`src/rtl/tea_cbc_ctrl.sv`:
```
// Block-level controller that sequences one TEA cipher/decipher core operation per accepted block.
// Optional chaining: define TEA_CBC_CHAIN_EN for CBC mode; leave it undefined for ECB mode.
module tea_cbc_ctrl #(
   parameter int WORD_SIZE = 32,
   parameter int CNT_SIZE  = 16
) (
   input  logic                 clk,
   input  logic                 rst,
   input  logic                 iValid,
   output logic                 oReady,
   input  logic [WORD_SIZE-1:0] iP0,
   input  logic [WORD_SIZE-1:0] iP1,
   input  logic                 iMode,
   input  logic                 iLoadIV,
   input  logic [WORD_SIZE-1:0] iIV0,
   input  logic [WORD_SIZE-1:0] iIV1,
   output logic                 oStartCipher,
   output logic                 oStartDecipher,
   output logic [WORD_SIZE-1:0] oCoreV0,
   output logic [WORD_SIZE-1:0] oCoreV1,
   input  logic [WORD_SIZE-1:0] iCoreC0,
   input  logic [WORD_SIZE-1:0] iCoreC1,
   input  logic [WORD_SIZE-1:0] iCoreP0,
   input  logic [WORD_SIZE-1:0] iCoreP1,
   input  logic                 iDoneCipher,
   input  logic                 iDoneDecipher,
   output logic                 oValid,
   input  logic                 iReady,
   output logic [WORD_SIZE-1:0] oD0,
   output logic [WORD_SIZE-1:0] oD1,
   output logic [CNT_SIZE-1:0]  oBlockCount
);

   typedef enum logic [1:0] {IDLE, START, WAIT, OUT} state_t;

   state_t                state_reg, state_next;
   logic [WORD_SIZE-1:0]  v0_reg, v1_reg;
   logic [WORD_SIZE-1:0]  d0_reg, d1_reg;
   logic                  mode_reg;
   logic [CNT_SIZE-1:0]   count_reg;

   logic                  accept;
   logic                  done_sel;
   logic [WORD_SIZE-1:0]  op0, op1;
   logic [WORD_SIZE-1:0]  res0, res1;

   assign accept   = (state_reg == IDLE) && iValid && !rst;
   // Only the core picked for this block may finish it, and only while we wait for it.
   assign done_sel = (state_reg == WAIT) && (mode_reg ? iDoneDecipher : iDoneCipher);

`ifdef TEA_CBC_CHAIN_EN
   logic [WORD_SIZE-1:0]  chain0_reg, chain1_reg;
   logic [WORD_SIZE-1:0]  chain0_eff, chain1_eff;
   logic                  iv_load;

   assign iv_load    = (state_reg == IDLE) && iLoadIV;
   // An IV loaded in the accept cycle must already apply to the block being accepted.
   assign chain0_eff = iv_load ? iIV0 : chain0_reg;
   assign chain1_eff = iv_load ? iIV1 : chain1_reg;
   assign op0        = iMode ? iP0 : (iP0 ^ chain0_eff);
   assign op1        = iMode ? iP1 : (iP1 ^ chain1_eff);
   assign res0       = mode_reg ? (iCoreP0 ^ chain0_reg) : iCoreC0;
   assign res1       = mode_reg ? (iCoreP1 ^ chain1_reg) : iCoreC1;

   always_ff @(posedge clk) begin
      if (rst) begin
         chain0_reg <= '0;
         chain1_reg <= '0;
      end else if (iv_load) begin
         chain0_reg <= iIV0;
         chain1_reg <= iIV1;
      end else if (done_sel) begin
         // Next chain value is always the ciphertext: core output or the decrypt input block.
         chain0_reg <= mode_reg ? v0_reg : iCoreC0;
         chain1_reg <= mode_reg ? v1_reg : iCoreC1;
      end
   end
`else
   logic unused_iv;

   assign unused_iv = ^{iLoadIV, iIV0, iIV1};
   assign op0       = iP0;
   assign op1       = iP1;
   assign res0      = mode_reg ? iCoreP0 : iCoreC0;
   assign res1      = mode_reg ? iCoreP1 : iCoreC1;
`endif

   always_comb begin
      state_next = state_reg;
      case (state_reg)
         IDLE:    if (accept)   state_next = START;
         START:                 state_next = WAIT;
         WAIT:    if (done_sel) state_next = OUT;
         OUT:     if (iReady)   state_next = IDLE;
         default:               state_next = IDLE;
      endcase
   end

   always_ff @(posedge clk) begin
      if (rst) begin
         state_reg <= IDLE;
         v0_reg    <= '0;
         v1_reg    <= '0;
         d0_reg    <= '0;
         d1_reg    <= '0;
         mode_reg  <= 1'b0;
         count_reg <= '0;
      end else begin
         state_reg <= state_next;
         if (accept) begin
            v0_reg   <= op0;
            v1_reg   <= op1;
            mode_reg <= iMode;
         end
         if (done_sel) begin
            d0_reg <= res0;
            d1_reg <= res1;
         end
         if ((state_reg == OUT) && iReady)
            count_reg <= count_reg + 1'b1;
      end
   end

   // Outputs are forced low while rst is held, before the registers clear on the edge.
   assign oReady         = (state_reg == IDLE) && !rst;
   assign oValid         = (state_reg == OUT) && !rst;
   assign oStartCipher   = (state_reg == START) && !mode_reg && !rst;
   assign oStartDecipher = (state_reg == START) && mode_reg && !rst;
   assign oCoreV0        = rst ? '0 : v0_reg;
   assign oCoreV1        = rst ? '0 : v1_reg;
   assign oD0            = rst ? '0 : d0_reg;
   assign oD1            = rst ? '0 : d1_reg;
   assign oBlockCount    = rst ? '0 : count_reg;

endmodule
```
`config.mk`:
```
export PLATFORM = sky130hd
export DESIGN_NAME = tea_cbc_ctrl
export DESIGN_NICKNAME = d
export VERILOG_FILES = /design/src/rtl/tea_cbc_ctrl.sv
export SDC_FILE = /design/constraint.sdc
export NUM_CORES = 1
export LEC_CHECK = 0
export ABC_AREA = 1
export CORE_AREA = 2 2 159 161
export DETAILED_ROUTE_END_ITERATION = 12
export DIE_AREA = 0 0 161 163
export GPL_TIMING_DRIVEN = 1
export PLACE_DENSITY = 0.74
export REMOVE_ABC_BUFFERS = 1
export SYNTH_ARGS = -nofsm -noshare
export SYNTH_HDL_FRONTEND = slang
export SYNTH_SLANG_ARGS = --single-unit
```
`constraint.sdc`:
```
create_clock -name clk -period 1.7 [get_ports clk]
set_input_delay 0.425 -clock clk [delete_from_list [all_inputs] [get_ports clk]]
set_output_delay 0.425 -clock clk [all_outputs]
set_load 0.01 [all_outputs]
```
# After elaboration in Yosys (flattened, before gate mapping)
# Index checks and enable logic that the tools add are counted.
# op_classes
n_div,0
add_sub_neg,1
n_reduce_logical,14
multipliers,0
bitwise_logic,0
eq_ne,6
n_shift,0
mux,12
order_cmp,0
# ops
cell,count
$mux W32,6
$add A16 B1 Y16 const B,1
$mux W16,1
$logic_and A1 B1 Y1,10
$pmux W2 S4,1
$mux W2,3
$ne A2 B2 Y1 const B,3
$eq A2 B2 Y1 const B,2
$reduce_and A3 Y1,1
$eq A2 B1 Y1 const B,1
$logic_not A1 Y1,2
$logic_not A2 Y1,1
$mux W1,1
# totals
in_bits,264
mem_bits_ro,0
output_inout_bits,148
latch_bits,0
word_cells,40
ram_bits,0
reg_bits,147
mem_count,0

# Depth between registers and ports, before layout
# logic_depth
word_depth,5
mapped_depth,10

# Least setup slack after synthesis
# No wires, ideal clock.
# synth_path
path_type,input to output
startpoint,input port rst
endpoint,output port oBlockCount[0]
stages,4
slack_ns,0.193
n_path_buf,3
t_arrival_ns,1.082
cell_sequence,buf_6 -> clkbuf_1 -> buf_2 -> nor2_1
# synth_between
elab_chain_cells,1
# synth_rtl
element,line_no,rtl
"start, declared",8,"input logic rst,"
$mux W16,133,assign oBlockCount = rst ? '0 : count_reg;
"end, declared",31,output logic [CNT_SIZE-1:0] oBlockCount
# Every way passes these cells.

# Final worst setup path
# layout_path
startpoint,register state_reg[1]
endpoint,output port oStartCipher
# layout_between
elab_chain_cells,3
# layout_rtl
element,line_no,rtl
"start, declared",36,"state_t state_reg, state_next;"
"start signal, assigned",109,state_reg <= state_next;
$eq A2 B1 Y1,127,assign oStartCipher = (state_reg == START) && !mode_reg && !rst;
$logic_and A1 B1 Y1 (2 in series),127,
"end, declared",17,"output logic oStartCipher,"
# Every way passes these cells.

==> impl_table.tex <==
\begin{tabular}{lr}
\hline
Metric & Value \\
\hline
\multicolumn{2}{l}{\textbf{GRT}} \\
\quad Number of global-route vias before repair & 7261 \\
\quad Number of antenna violations at the first check in global routing & 0 \\
\quad First-pass GRT wire length & 34980 um \\
\quad Maximum number of pins on one net before global-route repair & 82 \\
\quad Overall global routing resource usage & 16.39\% \\
\quad Congestion Overflow GR & 0 \\
\multicolumn{2}{l}{\textbf{Synthesis}} \\
\quad Post-synthesis cell count & 957 \\
\quad Cell area after synthesis & 7602 sq um \\
\quad Warnings, synthesis & 0 \\
\quad Area fraction of the dominant cell type after synthesis & 38.71\% \\
\quad Number of storage elements in the synthesis netlist & 147 \\
\quad Largest cells by area after synthesis & sky130\_fd\_sc\_hd\_\_dfxtp\_1 (39\%), sky130\_fd\_sc\_hd\_\_mux2i\_1 (8.4\%), sky130\_fd\_sc\_hd\_\_nor2\_1 (8.3\%) \\
\quad Distinct cells, synth & 32 \\
\quad Sequential-to-total area share from yosys stat & 38.71\% \\
\quad Largest area contributor in the netlist & sky130\_fd\_sc\_hd\_\_dfxtp\_1 \\
\quad Mean post-synth cell area & 7.944 sq um \\
\multicolumn{2}{l}{\textbf{Clock network}} \\
\quad Longest Clk Path Bufs & 2 \\
\quad Count of clock tree sinks & 147 \\
\quad Clock tree from TritonCTS & done \\
\quad Buffer cell driving the clock tree root & sky130\_fd\_sc\_hd\_\_clkbuf\_16 \\
\quad Htree depth & 4 \\
\quad Clock latency on the worst-skew pair & 410 ps \\
\quad TritonCTS buffer count & 17 \\
\quad CTS clk-pin slew, worst paths & 60 ps \\
\quad Hold\_buf cts & 0 \\
\multicolumn{2}{l}{\textbf{Power}} \\
\quad VDD IR-drop max & 0.0005859 V \\
\quad Total power of the final layout & 12.16 mW \\
\quad Leakage Power & 4.995 nW \\
\quad Ratio of total power to cell area & 1016 nW/um\^{}2 \\
\multicolumn{2}{l}{\textbf{Die}} \\
\quad Standard-cell rows & 58 \\
\quad Starting density of the core & 30.81\% \\
\quad Die ar. & 26240 sq um \\
\quad Die outline width & 161 um \\
\quad Die height & 163 um \\
\quad Placeable core region & 24670 sq um \\
\quad I/O pin total & 412 \\
\multicolumn{2}{l}{\textbf{Cells and area}} \\
\quad Highest-count cells in the layout ignoring fill and taps & sky130\_fd\_sc\_hd\_\_clkdlybuf4s50\_1 (197), sky130\_fd\_sc\_hd\_\_nor2\_1 (166), sky130\_fd\_sc\_hd\_\_inv\_1 (155), sky130\_fd\_sc\_hd\_\_dfxtp\_1 (140), sky130\_fd\_sc\_hd\_\_dlygate4sd2\_1 (97) \\
\quad Area delta synth->final & 57.49\% \\
\quad Area taken by flip-flops and latches & 2957 sq um \\
\quad Non-filler instance count after layout & 1659 \\
\quad Total area of multi-input combinational cells & 3497 sq um \\
\quad Share of final-layout standard cells stronger than drive strength 1 & 20.54\% \\
\quad Most common library cell in the layout ignoring fill and taps & sky130\_fd\_sc\_hd\_\_clkdlybuf4s50\_1 \\
\quad Final Cell Area & 11970 sq um \\
\quad Final \#Nets & 1585 \\
\quad Antenna diodes & 0 \\
\quad Total of fill cells in the finished design & 2476 \\
\multicolumn{2}{l}{\textbf{STA}} \\
\quad Worst-case clock skew & 18.81 ps \\
\quad Final worst slack & -10.82 ps \\
\quad FMAX & 0.5845 GHz \\
\quad Unrepaired setup endpoints after global routing & yes \\
\quad Min Clock Period, post-route & 1711 ps \\
\quad Final period util & 100.6\% \\
\quad Remaining max-slew budget at the tightest pin & 68.76\% \\
\quad Setup violators final & 1 \\
\quad Measured slew at the worst slew-check pin & 468.7 ps \\
\quad Final Max Tran Viols & 0 \\
\quad Count of endpoints failing hold in the final timing report & 0 \\
\multicolumn{2}{l}{\textbf{Place}} \\
\quad Inst Count DP & 1622 \\
\quad Placed Instance Area & 11520 sq um \\
\quad PortBufs & 346 \\
\quad RePlAce Congestion & 0.7984 \\
\quad DP Wirelength & 16290 um \\
\multicolumn{2}{l}{\textbf{Setup path}} \\
\quad Nature of the critical path startpoint & register \\
\quad Kind of end point of the critical path & primary output \\
\quad Worst EP required & 1270 ps \\
\quad Largest fanout on the critical path & 3 \\
\quad Worst Path Arrival & 1290 ps \\
\quad Critical path type & reg2out \\
\multicolumn{2}{l}{\textbf{Detailed routing}} \\
\quad Total detailed-routing wirelength & 22340 um \\
\quad Wire length per cell after detailed routing & 13.46 um \\
\quad Violation count after the first detailed-routing iteration & 291 \\
\quad Post-route DRC & 0 \\
\quad Drt via density & 4.394 \\
\quad Number of vias after detailed routing & 7289 \\
\quad Number of detailed-route iterations in the first pass & 4 \\
\quad Antenna-violating nets left & 0 \\
\multicolumn{2}{l}{\textbf{Outcome}} \\
\quad Result of the run & finished with violations \\
\quad Violations in the final reports & negative setup slack \\
\multicolumn{2}{l}{\textbf{Hold path}} \\
\quad Worst min path class & reg2reg \\
\multicolumn{2}{l}{\textbf{Job}} \\
\quad Max-cap violations & 0 \\
\hline
\end{tabular}
## final cells by class
| cell class | count | share of cell area, % |
|---|---|---|
| timing repair buffer | 408 | 32.40 |
| sequential | 147 | 24.69 |
| inverter | 164 | 5.288 |
| multi-input combinational | 578 | 29.21 |
| tap | 330 | 3.449 |
| clock inverter | 12 | 1.233 |
| clock buffer | 20 | 3.731 |
## report_power, final
part	switching [mW]	internal, mW
combinational	2.05	1.94
sequential	0.303	4.07
clock	1.57	2.24
total	3.92	8.25
## synthesized netlist by cell type (all sizes together)
cell type and n:
a21oi 136, mux2i 64, nor2 173, o21ai 138, o21a 1, dfxtp 147
or2 1, clkbuf 13, clkinv 1, inv 163, nand2 42, nand3 10
buf 55, nor3 4, nand4 4, ha 5
## metal layers
| metal | wire length (um) | global-route usage [%] | vias to the layer above |
|---|---|---|---|
| li1 | - | - | 3766 |
| met1 | 9550 | 18.87 | 3262 |
| met2 | 11040 | 29.91 | 250 |
| met3 | 1564 | 4.813 | 11 |
| met4 | 182 | 3.774 | 0 |
| met5 | 0 | 0 | - |
## through the flow
step           setup slack, ps  utilization [%]  hold slack (ps)  TNS, ps
2_1_floorplan            -3698                -            436.2  -298500
3_3_place_gp            -302.0            46.70            442.1   -43600
3_5_place_dp            -293.2            46.70            448.0   -45310
4_1_cts                 -80.82            48.64            457.9   -124.2
5_1_grt                 -95.51            48.52            473.6   -220.9
6_report                -10.82            48.52            455.7   -10.82
## worst max-delay path, stage by stage (launching register included)
cell and delay [ps]:
sky130_fd_sc_hd__dfxtp_4 360, sky130_fd_sc_hd__inv_4 80, sky130_fd_sc_hd__ha_4 120, sky130_fd_sc_hd__inv_2 30, sky130_fd_sc_hd__nor3_2 110, sky130_fd_sc_hd__buf_2 180
## timing repair
| action | in CTS | in global routing |
|---|---|---|
| buffers inserted | 1 | 1 |
| endpoints found under the setup margin | 148 | 56 |
| resized for setup | 185 | 82 |
| pin swaps | 1 | 1 |
| gates cloned | 1 | 2 |
## cells by family after synthesis
kind of cell / Yosys count / synth area share (%)
buf+inv: 232 / 15.82
mux: 64 / 8.427
compound gates: 275 / 23.82
fa+ha+maj: 5 / 0.8229
simple gates: 234 / 12.41
flops: 147 / 38.71
## final timing paths
kind	startpoint	to	slack [ps]	cells past startpoint
max	state_reg[1]	oStartCipher	-10	5
max reg2reg	state_reg[0]	state_reg[1]	100	12
min	v0_reg[14]	v0_reg[14]	460	2
min reg2reg	v0_reg[14]	v0_reg[14]	460	2
No activity file was read; power rests on OpenSTA's default activity.
